## src/rtl/clock_display_pkg.sv

```systemverilog
// Shared definitions for the HH:MM:SS multiplexed 7-segment display.
// Holds the digit count, active-high segment codes ({g,f,e,d,c,b,a}),
// the digit index type, field limits and a binary-to-BCD helper.
package clock_display_pkg;

  localparam int NUM_DIGITS = 6;

  localparam logic [6:0] SEG_0     = 7'h3F;
  localparam logic [6:0] SEG_1     = 7'h06;
  localparam logic [6:0] SEG_2     = 7'h5B;
  localparam logic [6:0] SEG_3     = 7'h4F;
  localparam logic [6:0] SEG_4     = 7'h66;
  localparam logic [6:0] SEG_5     = 7'h6D;
  localparam logic [6:0] SEG_6     = 7'h7D;
  localparam logic [6:0] SEG_7     = 7'h07;
  localparam logic [6:0] SEG_8     = 7'h7F;
  localparam logic [6:0] SEG_9     = 7'h6F;
  localparam logic [6:0] SEG_DASH  = 7'h40;
  localparam logic [6:0] SEG_BLANK = 7'h00;

  typedef logic [2:0] digit_idx_t;

  localparam int SEC_MAX = 59;
  localparam int MIN_MAX = 59;
  localparam int HR_MAX  = 23;

  // Splits a 0..63 binary value into {tens, ones}. Tens never exceeds 6.
  function automatic logic [7:0] bin_to_bcd(input logic [5:0] v);
    logic [3:0] tens;
    logic [3:0] ones;
    tens = 4'(v / 6'd10);
    ones = 4'(v % 6'd10);
    return {tens, ones};
  endfunction

endpackage

```

## src/rtl/clock_display_seg7_decode.sv

```systemverilog
// Combinational BCD to 7-segment decoder, active-high output.
// Ports:
//   bcd_i   - BCD digit 0..9
//   dash_i  - show a dash (segment g only) instead of the digit
//   blank_i - show nothing; overrides dash_i and bcd_i
//   seg_o   - segment pattern {g,f,e,d,c,b,a}, 1 = lit
module seg7_decode
  import clock_display_pkg::*;
(
  input  logic [3:0] bcd_i,
  input  logic       dash_i,
  input  logic       blank_i,
  output logic [6:0] seg_o
);

  always_comb begin
    // NOTE: every path assigns seg_o (default first), so no latch is inferred.
    seg_o = SEG_BLANK;
    if (blank_i) begin
      seg_o = SEG_BLANK;
    end else if (dash_i) begin
      seg_o = SEG_DASH;
    end else begin
      case (bcd_i)
        4'd0:    seg_o = SEG_0;
        4'd1:    seg_o = SEG_1;
        4'd2:    seg_o = SEG_2;
        4'd3:    seg_o = SEG_3;
        4'd4:    seg_o = SEG_4;
        4'd5:    seg_o = SEG_5;
        4'd6:    seg_o = SEG_6;
        4'd7:    seg_o = SEG_7;
        4'd8:    seg_o = SEG_8;
        4'd9:    seg_o = SEG_9;
        default: seg_o = SEG_BLANK;
      endcase
    end
  end

endmodule

```

## src/rtl/clock_display.sv

```systemverilog
// Six-digit multiplexed 7-segment driver for HH MM SS.
// Takes a snapshot of sec/min/hr/set_mode once per scan frame (on the last
// slot of digit 5), so each frame shows one coherent time, then scans one
// digit per SCAN_DIV clocks. Hour and minute digits blink in set mode; the
// colon (dp on digits 2 and 4) is shown only outside set mode.
// Ports:
//   clk, rst  - clock, asynchronous active-high reset
//   sec, min  - binary 0..59 (larger values display as dashes)
//   hr        - binary 0..23 (larger values display as dashes)
//   set_mode  - 1 = clock being set, enables blinking
//   seg, dp   - segments {g,f,e,d,c,b,a} and decimal point, registered
//   an        - one-hot digit enable, bit i = digit i, registered
// Polarity of seg/dp/an follows SEG_ACTIVE_LOW.
module clock_display
  import clock_display_pkg::*;
#(
  parameter int SCAN_DIV       = 50000,
  parameter int BLINK_DIV      = 25000000,
  parameter bit SEG_ACTIVE_LOW = 1'b1
) (
  input  logic       clk,
  input  logic       rst,
  input  logic [5:0] sec,
  input  logic [5:0] min,
  input  logic [4:0] hr,
  input  logic       set_mode,
  output logic [6:0] seg,
  output logic       dp,
  output logic [5:0] an
);

  localparam int SCAN_W  = $clog2(SCAN_DIV);
  localparam int BLINK_W = $clog2(BLINK_DIV);
  localparam digit_idx_t LAST_DIGIT = digit_idx_t'(NUM_DIGITS - 1);

  // XOR masks apply output polarity; the reset values are the "off" levels.
  localparam logic [6:0] SEG_POL = {7{SEG_ACTIVE_LOW}};
  localparam logic [5:0] AN_POL  = {6{SEG_ACTIVE_LOW}};

  logic [SCAN_W-1:0]  scan_cnt_q, scan_cnt_d;
  digit_idx_t         digit_q, digit_d;
  logic [BLINK_W-1:0] blink_cnt_q, blink_cnt_d;
  logic               blink_phase_q, blink_phase_d;
  logic [5:0]         sec_q, min_q;
  logic [4:0]         hr_q;
  logic               set_mode_q;
  logic [6:0]         seg_q, seg_d;
  logic               dp_q, dp_d;
  logic [5:0]         an_q, an_d;

  logic       scan_tick;
  logic       snap;
  logic [7:0] sec_bcd, min_bcd, hr_bcd;
  logic       sec_bad, min_bad, hr_bad;
  logic [3:0] dig_bcd;
  logic       dig_dash, dig_blank, dp_on;
  logic [6:0] seg_raw;

  assign scan_tick = (scan_cnt_q == SCAN_W'(SCAN_DIV - 1));
  assign snap      = scan_tick && (digit_q == LAST_DIGIT);

  // Counter and blink next-state.
  always_comb begin
    scan_cnt_d = scan_tick ? '0 : scan_cnt_q + 1'b1;

    digit_d = digit_q;
    if (scan_tick) begin
      digit_d = (digit_q == LAST_DIGIT) ? '0 : digit_q + 1'b1;
    end

    // Outside set mode the blink state sits at zero, so entering set mode
    // always starts with a full visible half-period.
    blink_cnt_d   = '0;
    blink_phase_d = 1'b0;
    if (set_mode_q) begin
      if (blink_cnt_q == BLINK_W'(BLINK_DIV - 1)) begin
        blink_cnt_d   = '0;
        blink_phase_d = ~blink_phase_q;
      end else begin
        blink_cnt_d   = blink_cnt_q + 1'b1;
        blink_phase_d = blink_phase_q;
      end
    end
  end

  assign sec_bcd = bin_to_bcd(sec_q);
  assign min_bcd = bin_to_bcd(min_q);
  assign hr_bcd  = bin_to_bcd({1'b0, hr_q});
  assign sec_bad = (sec_q > 6'(SEC_MAX));
  assign min_bad = (min_q > 6'(MIN_MAX));
  assign hr_bad  = (hr_q > 5'(HR_MAX));

  // Select the BCD digit and decorations for the digit being scanned.
  always_comb begin
    dig_bcd  = 4'd0;
    dig_dash = 1'b0;
    case (digit_q)
      3'd0:    begin dig_bcd = sec_bcd[3:0]; dig_dash = sec_bad; end
      3'd1:    begin dig_bcd = sec_bcd[7:4]; dig_dash = sec_bad; end
      3'd2:    begin dig_bcd = min_bcd[3:0]; dig_dash = min_bad; end
      3'd3:    begin dig_bcd = min_bcd[7:4]; dig_dash = min_bad; end
      3'd4:    begin dig_bcd = hr_bcd[3:0];  dig_dash = hr_bad;  end
      3'd5:    begin dig_bcd = hr_bcd[7:4];  dig_dash = hr_bad;  end
      default: begin dig_bcd = 4'd0;         dig_dash = 1'b0;    end
    endcase
    // Gating with set_mode_q keeps a stale phase from blanking the first
    // clock after leaving set mode.
    dig_blank = set_mode_q && blink_phase_q && (digit_q >= 3'd2);
    dp_on     = !set_mode_q && ((digit_q == 3'd2) || (digit_q == 3'd4));
  end

  seg7_decode u_decode (
    .bcd_i   (dig_bcd),
    .dash_i  (dig_dash),
    .blank_i (dig_blank),
    .seg_o   (seg_raw)
  );

  assign seg_d = seg_raw ^ SEG_POL;
  assign dp_d  = dp_on ^ SEG_ACTIVE_LOW;
  assign an_d  = (6'b1 << digit_q) ^ AN_POL;

  // NOTE: sequential state uses non-blocking assignments only; the async
  // reset sits in the sensitivity list so outputs blank the moment rst rises.
  always_ff @(posedge clk or posedge rst) begin
    if (rst) begin
      scan_cnt_q    <= '0;
      digit_q       <= '0;
      blink_cnt_q   <= '0;
      blink_phase_q <= 1'b0;
      sec_q         <= '0;
      min_q         <= '0;
      hr_q          <= '0;
      set_mode_q    <= 1'b0;
      seg_q         <= SEG_POL;
      dp_q          <= SEG_ACTIVE_LOW;
      an_q          <= AN_POL;
    end else begin
      scan_cnt_q    <= scan_cnt_d;
      digit_q       <= digit_d;
      blink_cnt_q   <= blink_cnt_d;
      blink_phase_q <= blink_phase_d;
      if (snap) begin
        sec_q      <= sec;
        min_q      <= min;
        hr_q       <= hr;
        set_mode_q <= set_mode;
      end
      seg_q <= seg_d;
      dp_q  <= dp_d;
      an_q  <= an_d;
    end
  end

  assign seg = seg_q;
  assign dp  = dp_q;
  assign an  = an_q;

endmodule

```

## config.mk

```make
export PLATFORM = sky130hd
export DESIGN_NAME = clock_display
export DESIGN_NICKNAME = d
export VERILOG_FILES = /design/src/rtl/clock_display_pkg.sv /design/src/rtl/clock_display_seg7_decode.sv /design/src/rtl/clock_display.sv
export SDC_FILE = /design/constraint.sdc
export NUM_CORES = 1
export LEC_CHECK = 0
export CORE_MARGIN = 2
export CORE_UTILIZATION = 45
export DETAILED_ROUTE_END_ITERATION = 12
export PLACE_DENSITY_LB_ADDON = 0.12
export SLEW_MARGIN = 30
export SYNTH_ARGS = -nofsm -noshare
export SYNTH_HDL_FRONTEND = slang
export SYNTH_SLANG_ARGS = --single-unit
```

## constraint.sdc

```tcl
create_clock -name clk -period 6.66 [get_ports clk]
set_input_delay 0.999 -clock clk [delete_from_list [all_inputs] [get_ports clk]]
set_output_delay 0.999 -clock clk [all_outputs]
set_load 0.02 [all_outputs]
```

==> results of run 1 <==
[cells by family after synthesis]
family / after synthesis
adder cells (fa/ha/maj): 13
AO/OA/AOI/OAI: 78
multiplexers: 24
flip-flops: 77
AND/OR/NAND/NOR: 199
XOR/XNOR: 38
buffers and inverters: 30
[cell type report]
cell class | count | area (sq um)
multi-input cells | 352 | 2470
well taps | 133 | 166
flip-flops and latches | 77 | 1950
inverters | 13 | 48.8
repair buffers | 35 | 349
clock inverters | 6 | 93.8
clock buffers | 10 | 128
fillers | 903 | 4570
[state kept, by name, indices dropped and copies added, names as in the netlist]
signal / cells
sec_q: 6
dp: 1
an: 6
scan_cnt_q: 16
blink_phase_q: 1
hr_q: 5
set_mode_q: 1
min_q: 6
blink_cnt_q: 25
digit_q: 3
seg: 7
[cell usage in the layout (no fill, tap or decap), types with 3 or more instances in the layout]
cell and instances:
a21oi_1 12, and3_1 12, nand2b_1 7, a31oi_1 5
xnor2_1 11, ha_1 13, a21o_1 3, clkbuf_8 9
or2_2 3, dfstp_2 14, nor2_1 54, inv_2 3
nor3_1 9, mux2_2 17, and4_1 3, nor2b_1 5
o211ai_1 9, mux2i_1 7, clkdlybuf4s50_1 33, a21oi_2 3
nand2_1 32, nand3_1 24, and2_1 5, xor2_1 27
inv_6 3, or3_1 6, nand4_1 9, nor4b_1 3
a211oi_1 5, dfrtp_1 62, o21ai_0 13, inv_1 10
[worst paths after layout]
check	startpoint	end	slack (ps)	depth (start not counted)
max in group asynchronous	rst	digit_q[1]	5030	3
min reg2reg	scan_cnt_q[0]	scan_cnt_q[0]	470	1
max reg2reg	digit_q[2]	seg[3]	2000	19
min	scan_cnt_q[0]	scan_cnt_q[0]	470	1
min in group asynchronous	rst	blink_cnt_q[3]	1130	3
max	digit_q[2]	seg[3]	2000	19
[where the power goes]
group	internal, uW	leakage (uW)	total, uW	switching [uW]
logic	10.3	0.00107	20.6	10.3
clock network	215	0.000108	396	181
registers	468	0.00101	468	0
[stage by stage]
step	area [sq um]	power [uW]	util	instances	setup WS, ps
after floorplan	4550	483	-	459	2490
after global placement	4980	498	0.509	610	2280
after detailed placement	4980	498	0.509	610	2000
after CTS	5200	900	0.532	626	1990
after global routing	5210	917	0.533	626	1460
final	5210	884	0.533	626	2000
[routing by layer]
| layer | wire (um) | vias to the layer above |
|---|---|---|
| met1 | 4400 | 1639 |
| met4 | 102 | 0 |
| met5 | 0 | - |
| met3 | 330 | 10 |
| met2 | 4360 | 50 |
| li1 | - | 1698 |
[worst register-to-register path: cells and delay by family (launching register included)]
kind	cells	cell delay (ps)
AOI/OAI and AO/OA	4	690
and+or+nand+nor	8	1700
adders and majority gates	3	710
buffers and inverters	3	400
muxes	1	130
DFF	1	930
==> metrics.md, run 1 <==
| Metric | Value |
|---|---|
| Status | `completed` |
| Max Buffers Root-to-Sink | `2` |
| Die ar. | `around 11,000 sq um` |
| Largest cells by area after synthesis | `dfrtp_1 35%, dfstp_2 8.1%, xor2_1 5.2%, nor2_1 4.5%, mux2_2 4.2%` |
| Async SR Flop Fraction | `1.00` |
| Worst path bufs/invs | `3` |
| # IOs | `34` |
| Worst Path Arrival | `a little under 5000 ps` |
| Synth warn | `0` |
| Port buffer count | `33` |
| Worst-Skew Late Latency | `360 ps` |
| P&R area growth vs syn | `14.5%` |
| Critical path's largest stage delay | `between 900 and 1000 ps` |
| GR Util met2 | `0.293` |
| H-tree depth | `3` |
| Placed wire-length estimate | `between 6 and 7 mm` |
| Clock-pin slew on the worst setup and hold paths | `90 ps` |
| Initial antenna violation count | `0` |
| Layout cells sized above 1 | `0.162` |
| Synth Register Bits | `77` |
| Post-synth EDFFs | `0` |
| Hold Worst Slack | `468 ps` |
| Unique masters post-synth | `77` |
| Hold_buf cts | `0` |
| Met3 Use GR | `0.0401` |
| Post-route ant nets | `0` |
| Setup violators final | `0` |
| Max cap viols | `0` |
| Initial DRC Count | `115` |
| Main synth FF type | `dfrtp_1` |
| GRT Util Overall | `0.179` |
| Synth Area per Inst | `around 10 sq um` |
| Post-synthesis mux area share | `0.0575` |
| VDD IR max | `0.111 mV` |
| Post-synthesis simple-gate area fraction | `0.237` |
| Required @ worst endpoint | `roughly 7000 ps` |
| Number of global-route vias before repair | `3,402` |
| Sequential element share of the synthesized area | `0.428` |
| Busiest grt layer | `met2` |
| Fin. Hold Viols | `0` |
| Worst Tran Pin Value | `896 ps` |
| DRT Pass-1 Iters | `4` |
| Synth cell count leaders | `63 x dfrtp_1, 54 x nor2_1, 32 x nand2_1, 27 x xor2_1, 24 x nand3_1` |
| Worst path slowest cell | `dfrtp_1` |
| GRT overflow | `0` |
| Clock sinks | `77` |
| Final Cycle Share | `0.700` |
| Crit Path Max Fanout | `32` |
| Largest net degree at the start of global routing | `78` |
| CTS tree | `done` |
| RSZ-0062 raised after global routing | `no` |
| Cells along the critical path | `inv_1 -> ha_1 -> inv_1 -> nor3_2 -> a221oi_2 -> nor3_1 -> nor2_1 -> ha_1 -> o21ai_0 -> or4b_1 -> nand2_1 -> a21oi_1 -> nor4bb_1 -> nor3_1 -> nor2b_1 -> inv_1 -> ha_1 -> mux2i_1 -> o211ai_1` |
| Die Y | `105 um` |
| Num rows | `36` |
| Post-Syn Nets | `492` |
| DRC viols | `0` |
| Inserted Diodes | `0` |
| Crit. End Element | `flip-flop` |
| First-pass GRT wire length | `between 15 and 20 mm` |
| Most common cell in the netlist | `dfrtp_1` |
| Period minus WS final | `4660 ps` |
| Post-CTS setup buffers | `0` |
| Crit-path leading delay family | `simple AND/OR/NAND/NOR gates` |
| Pwr dens | `between 150 and 200 nW/um^2` |
| Static leakage | `0.00219 uW` |
| WL per Instance | `14.7 um` |
| Max-slew violations | `0` |
| Post-Synthesis Cells | `459` |
| Relative slew slack | `0.403` |
| Via Count | `3,397` |
| Synth area leader | `dfrtp_1` |
| Die width | `105 um` |
| Vias per inst | `5.43` |
| Fin Clk Skew | `between 15 and 20 ps` |
| Crit Path Class | `flip-flop to flip-flop` |
| Core area | `between 9000 and 10,000 sq um` |
| Hold Path Class | `flip-flop to flip-flop` |
| Post-synthesis xor/xnor area fraction | `0.0732` |
| Inserted Clock Buffers | `9` |
| Post-CTS Resized | `0` |
| Initial Utilization | `0.465` |
| Met1 usage | `0.235` |
| Nets | `521` |
| Post-synthesis cell area | `4550 sq um` |
| Largest family of logic cells by synthesized area | `simple AND/OR/NAND/NOR gates` |
| Compound-cell area share of the yosys netlist | `0.141` |
| RePlAce Congestion | `0.833` |
| Synth top area share | `0.347` |
| Root Buffer | `clkbuf_8` |
| Final Routed Wirelength | `just over 9 mm` |
| CP startpoint kind | `flip-flop` |
| Post-Synth Adder-Cell Area | `0.0358` |
| Post-Route Setup TNS | `0 ps` |
| Fmax | `~210 MHz` |
Power figures use the tool's default switching activity.
==> run 2: changes to the inputs <==
==> constraint.sdc (replaced) <==
create_clock -name clk -period 4.4 [get_ports clk]
set_input_delay 0.66 -clock clk [delete_from_list [all_inputs] [get_ports clk]]
set_output_delay 0.66 -clock clk [all_outputs]
set_load 0.02 [all_outputs]
==> run 2 against run 1 <==
  * Worst setup slack lost 1600 ps
  * Largest power group unchanged
  * Sequential power grew 51%
  * Design area up 2.8%
  * Critical path type unchanged
  * Register-to-register slack worse by 1600 ps
  * Fmax up 17%
  * First-iteration DRC count is 22% higher
==> metrics.md, run 2 (synthesized netlist as in run 1, its figures left out) <==
| Metric | Value |
|---|---|
| H-tree depth | `3` |
| Nets | `between 500 and 600` |
| RePlAce Congestion | `0.828` |
| Pwr dens | `261 nW/um^2` |
| Worst Reg2Reg Path Length in Cells | `20` |
| Num rows | `36` |
| Final Cycle Share | `0.905` |
| Clock-pin slew on the worst setup and hold paths | `80 ps` |
| Initial antenna violation count | `0` |
| Most common cell after layout, fill and taps aside | `dfrtp_1` |
| Met1 usage | `0.251` |
| Core area | `approximately 10000 sq um` |
| Multi-input gate area | `approximately 2500 sq um` |
| Crit Path Class | `flip-flop to flip-flop` |
| Fmax | `approximately 250 MHz` |
| Root Buffer | `clkbuf_8` |
| First-pass GRT wire length | `16.2 mm` |
| Setup violators final | `0` |
| Post-route ant nets | `0` |
| CP startpoint kind | `flip-flop` |
| Post-Route Setup TNS | `0 ps` |
| Port buffer count | `33` |
| Clock sinks | `77` |
| # IOs | `34` |
| Fin util | `0.547` |
| Hold Path Class | `flip-flop to flip-flop` |
| Most flop-heavy register | `blink_cnt_q` |
| Fillers | `898` |
| Fin. Hold Viols | `0` |
| GRT overflow | `0` |
| VDD IR max | `0.151 mV` |
| Die Y | `~100 um` |
| Max Buffers Root-to-Sink | `2` |
| Placed wire-length estimate | `~6.9 mm` |
| GR Util met2 | `0.285` |
| GRT Util Overall | `0.181` |
| Number of flip-flops under the largest register name | `25` |
| WL per Instance | `about 15 um` |
| Inserted Diodes | `0` |
| Worst Hold Path Cells | `1` |
| Die width | `105 um` |
| Largest net degree at the start of global routing | `34` |
| P&R area growth vs syn | `17.7%` |
| Initial Utilization | `0.465` |
| Busiest grt layer | `met2` |
| Crit Path Max Fanout | `9` |
| Final Routed Wirelength | `9.55 mm` |
| Die ar. | `~11,000 sq um` |
| DRT Pass-1 Iters | `4` |
| Worst-Skew Late Latency | `350 ps` |
| Relative slew slack | `0.549` |
| Static leakage | `0.00228 uW` |
| Number of global-route vias before repair | `3,359` |
| CTS tree | `done` |
| Sequential cell area | `about 1900 sq um` |
| Worst Path Arrival | `about 4200 ps` |
| Hold Worst Slack | `about 460 ps` |
| Fin Clk Skew | `roughly 14 ps` |
| Initial DRC Count | `140` |
| Crit. End Element | `flip-flop` |
| Vias per inst | `5.44` |
| Status | `completed` |
| Period minus WS final | `~4000 ps` |
| RSZ-0062 raised after global routing | `no` |
| Inserted Clock Buffers | `9` |
| Max-slew violations | `0` |
| Met3 Use GR | `0.0282` |
| Required @ worst endpoint | `roughly 4600 ps` |
| Most frequent cells in the layout | `61 x dfrtp_1, 53 x nor2_1, 33 x clkdlybuf4s50_1` |
| Max cap viols | `0` |
| Via Count | `3,488` |
| Hold_buf cts | `0` |
| Worst Tran Pin Value | `slightly below 700 ps` |
| Layout cells sized above 1 | `0.193` |
| DRC viols | `0` |
## run 2: changes by cell type in the layout (fill, tap and decap cells not counted), sizes merged
cell      before  now
clkinvlp       1    0
inv           16   14
buf            2   17
clkinv         0    1
bufinv         2    3
clkbuf        10   11
## run 2: per-stage QoR
step / area [sq um] / std cells / setup slack, ps / total power (uW)
after floorplan: 4550 / 459 / 231 / 732
after global placement: 5040 / 618 / 457 / 754
after detailed placement: 5040 / 618 / 235 / 755
after CTS: 5290 / 634 / 226 / 1430
after global routing: 5350 / 641 / 16.6 / 1460
final: 5350 / 641 / 416 / 1400
## run 2: path summary, 6_finish.rpt
path / startpoint / endpoint / slack [ps]
worst max-delay path: digit_q[0] / seg[5] / 420
worst min-delay path: scan_cnt_q[0] / scan_cnt_q[0] / 460
worst max register to register: digit_q[0] / seg[5] / 420
worst min register to register: scan_cnt_q[0] / scan_cnt_q[0] / 460
max in group asynchronous: rst / an[2] / 2810
min in group asynchronous: rst / sec_q[3] / 720
## run 2: worst max-delay path: stages, from the launching register on
cell	delay, ps
dfrtp_2	460
and2_1	160
ha_1	230
inv_1	110
nor3_2	70
a221o_1	390
inv_2	130
nor2_1	80
nor2_1	160
ha_1	170
o21ai_0	70
or4b_1	510
nand2_1	130
a21oi_1	50
nor4bb_1	290
nor3_1	120
nor2b_2	210
inv_1	90
ha_1	210
mux2i_1	160
o211ai_1	100
## run 2: where the power goes
part / internal, uW / switching [uW] / total, uW
Combinational: 15.9 / 15.8 / 31.7
Sequential: 708 / 0 / 708
Clock: 396 / 263 / 659
## run 2: metal layers
layer  wire length [um]  up-vias
met3                350        8
li1                   -     1733
met4                114        0
met1               4630     1684
met2               4450       63
met5                  0        -
## run 2: layout make-up
type,count,share of cell area
clock buffer,11,0.0264
multi-input combinational,352,0.463
sequential,77,0.364
tap,133,0.0311
clock inverter,5,0.0201
inverter,13,0.00912
timing repair buffer,50,0.0863
## run 2: what timing repair did
item / 4_1_cts / 5_1_grt
buffers inserted: 0 / 6
endpoints found under the setup margin: 0 / 7
resized for setup: 0 / 5
==> run 3: changes to the inputs <==
--- a/config.mk
+++ b/config.mk
@@ -8,6 +8,7 @@
 export CORE_MARGIN = 2
 export CORE_UTILIZATION = 45
 export DETAILED_ROUTE_END_ITERATION = 12
+export DONT_BUFFER_PORTS = 1
 export PLACE_DENSITY_LB_ADDON = 0.12
 export SLEW_MARGIN = 30
 export SYNTH_ARGS = -nofsm -noshare
==> run 3 against run 2 <==
  * Clock power up 8.0%
  * Count of clock-buffer cells in the layout down 2
  * Sequential cell count stayed put
  * Sequential power hardly changed
  * Global-route usage is 0.12 points lower
  * Critical path type unchanged
  * Critical endpoint is now seg[3]
==> metrics.md, run 3 (synthesized netlist as in run 1, its figures left out) <==
| Metric | Value |
|---|---|
| Final Cycle Share | `0.916` |
| Worst Path Arrival | `4300 ps` |
| Worst reg2reg path startpoint | `digit_q[1]` |
| RSZ-0062 raised after global routing | `no` |
| Static leakage | `0.00211 uW` |
| Initial Utilization | `0.465` |
| Required @ worst endpoint | `4670 ps` |
| Die width | `roughly 100 um` |
| Port buffer count | `0` |
| Post-Route Setup TNS | `0 ps` |
| RePlAce Congestion | `0.836` |
| DRC viols | `0` |
| Met3 wire length | `409 um` |
| CTS tree | `done` |
| Worst r2r dst | `seg[3]` |
| Core area | `around 9800 sq um` |
| CP startpoint kind | `flip-flop` |
| # IOs | `34` |
| Max cap viols | `0` |
| Hold Path Class | `primary input to asynchronous set/reset pin` |
| Switching Fraction | `0.200` |
| Max-slew violations | `0` |
| H-tree depth | `3` |
| Placed Cells | `583` |
| NetSw | `roughly 290 uW` |
| Final Routed Wirelength | `9.18 mm` |
| Pwr dens | `288 nW/um^2` |
| Relative slew slack | `0.381` |
| Top Layer Used | `met4` |
| Vias per inst | `about 5.6` |
| Max Buffers Root-to-Sink | `2` |
| Reg2reg setup slack | `370 ps` |
| Most used cell, CP | `nor2_1` |
| Worst Reg2Reg Path Length in Cells | `19` |
| GRT overflow | `0` |
| Non-filler cells, final | `599` |
| Clock-pin slew on the worst setup and hold paths | `90 ps` |
| Critical path's largest stage delay | `500 ps` |
| Most flop-heavy register | `blink_cnt_q` |
| Clk pwr share | `0.497` |
| Number of global-route vias before repair | `3,254` |
| Setup violators final | `0` |
| Inserted Clock Buffers | `9` |
| Worst-Skew Late Latency | `360 ps` |
| Nets | `494` |
| Comb pwr share | `0.010` |
| Number of flip-flops under the largest register name | `25` |
| Met2 wire len | `4.34 mm` |
| Clock sinks | `77` |
| Placed wire-length estimate | `6.72 mm` |
| Crit. End Element | `flip-flop` |
| DRT Pass-1 Iters | `4` |
| Power Internal | `1150 uW` |
| M1 WL | `~4.4 mm` |
| Cells along the critical path | `buf_4 -> nor2_1 -> nor3_2 -> a221o_1 -> inv_2 -> nor2_1 -> nor2_1 -> ha_1 -> o21ai_0 -> or4b_1 -> nand2_1 -> a21oi_1 -> nor4bb_1 -> nor3_1 -> nor2b_2 -> ha_1 -> inv_1 -> mux2i_1 -> o211ai_1` |
| Post-CTS setup buffers | `0` |
| VDD IR max | `0.262 mV` |
| Crit Path Max Fanout | `12` |
| Num rows | `36` |
| Reg power frac | `0.494` |
| Worst Setup EP | `seg[3]` |
| Via Count | `between 3,000 and 4,000` |
| Layout cells sized above 1 | `0.193` |
| P&R area growth vs syn | `9.41%` |
| Die ar. | `10,900 sq um` |
| Root Buffer | `clkbuf_8` |
| Inserted Diodes | `0` |
| Total power draw | `1430 uW` |
| Period minus WS final | `4030 ps` |
| First-pass GRT wire length | `~16 mm` |
| Hold Worst Slack | `230 ps` |
| Fmax | `between 200 and 250 MHz` |
| Initial antenna violation count | `0` |
| Largest net degree at the start of global routing | `52` |
| Crit Path Class | `flip-flop to flip-flop` |
| Post-route ant nets | `0` |
| Status | `completed` |
| Most frequent cells in the layout | `61 x dfrtp_1, 54 x nor2_1, 32 x nand2_1` |
| Most common cell after layout, fill and taps aside | `dfrtp_1` |
| Fin. Hold Viols | `0` |
| Initial DRC Count | `145` |
| Worst Tran Pin Value | `924 ps` |
| WL per Instance | `between 15 and 20 um` |
| Worst path slowest cell | `or4b_1` |
| Worst Setup SP | `digit_q[1]` |
| Die Y | `105 um` |
| Fin Clk Skew | `between 10 and 15 ps` |
| GRT Util Overall | `0.180` |
==> run 3: layout make-up <==
cell class | count | area [sq um]
Tap cell | 133 | 166
Sequential cell | 77 | 1950
Timing Repair Buffer | 8 | 60.1
Clock buffer | 9 | 124
Multi-Input combinational cell | 352 | 2480
Clock inverter | 7 | 146
Fill cell | 909 | 4800
Inverter | 13 | 51.3
==> run 3: power groups by stage <==
stage | clock network (uW) | registers (uW) | logic (uW)
global route | 764 | 708 | 17.3
finish | 712 | 708 | 14.0
global placement | 0 | 721 | 15.5
floorplan | 0 | 721 | 10.3
CTS | 734 | 708 | 15.3
detailed placement | 0 | 721 | 15.3
==> run 3: worst min path at each step <==
| stage | from | endpoint | slack, ps | depth (start not counted) |
|---|---|---|---|---|
| finish | rst | scan_cnt_q[12] | 230 | 1 |
| global route | rst | scan_cnt_q[12] | 270 | 1 |
| CTS | rst | blink_cnt_q[0] | 260 | 1 |
| detailed placement | scan_cnt_q[0] | scan_cnt_q[0] | 450 | 1 |
| global placement | scan_cnt_q[0] | scan_cnt_q[0] | 450 | 1 |
| floorplan | scan_cnt_q[0] | scan_cnt_q[0] | 430 | 1 |
==> run 3: metrics by stage <==
step | setup WS, ps | utilization | area [sq um]
after CTS | 261 | 0.508 | 4970
after floorplan | 231 | - | 4550
after detailed placement | 274 | 0.481 | 4700
after global routing | 31.8 | 0.509 | 4970
final | 369 | 0.509 | 4970
after global placement | 468 | 0.480 | 4690
==> run 3: layer usage <==
| metal | up-vias | GRT usage |
|---|---|---|
| li1 | 1645 | - |
| met1 | 1632 | 0.238 |
| met2 | 55 | 0.286 |
| met3 | 4 | 0.0608 |
| met4 | 0 | 0.0396 |
| met5 | - | 0 |
==> run 3: timing repair <==
action	CTS	global route
hold buffers	0	0
resized for setup	0	3
endpoints found under the setup margin	0	6
==> run 3: worst max-delay path, delay by kind of cell (launching register included) <==
kind                       cells  cell delay (ps)
and+or+nand+nor                9             1880
muxes                          1               60
AOI/OAI and AO/OA              4              690
DFF                            1              470
adders and majority gates      2              430
buffers and inverters          3              400
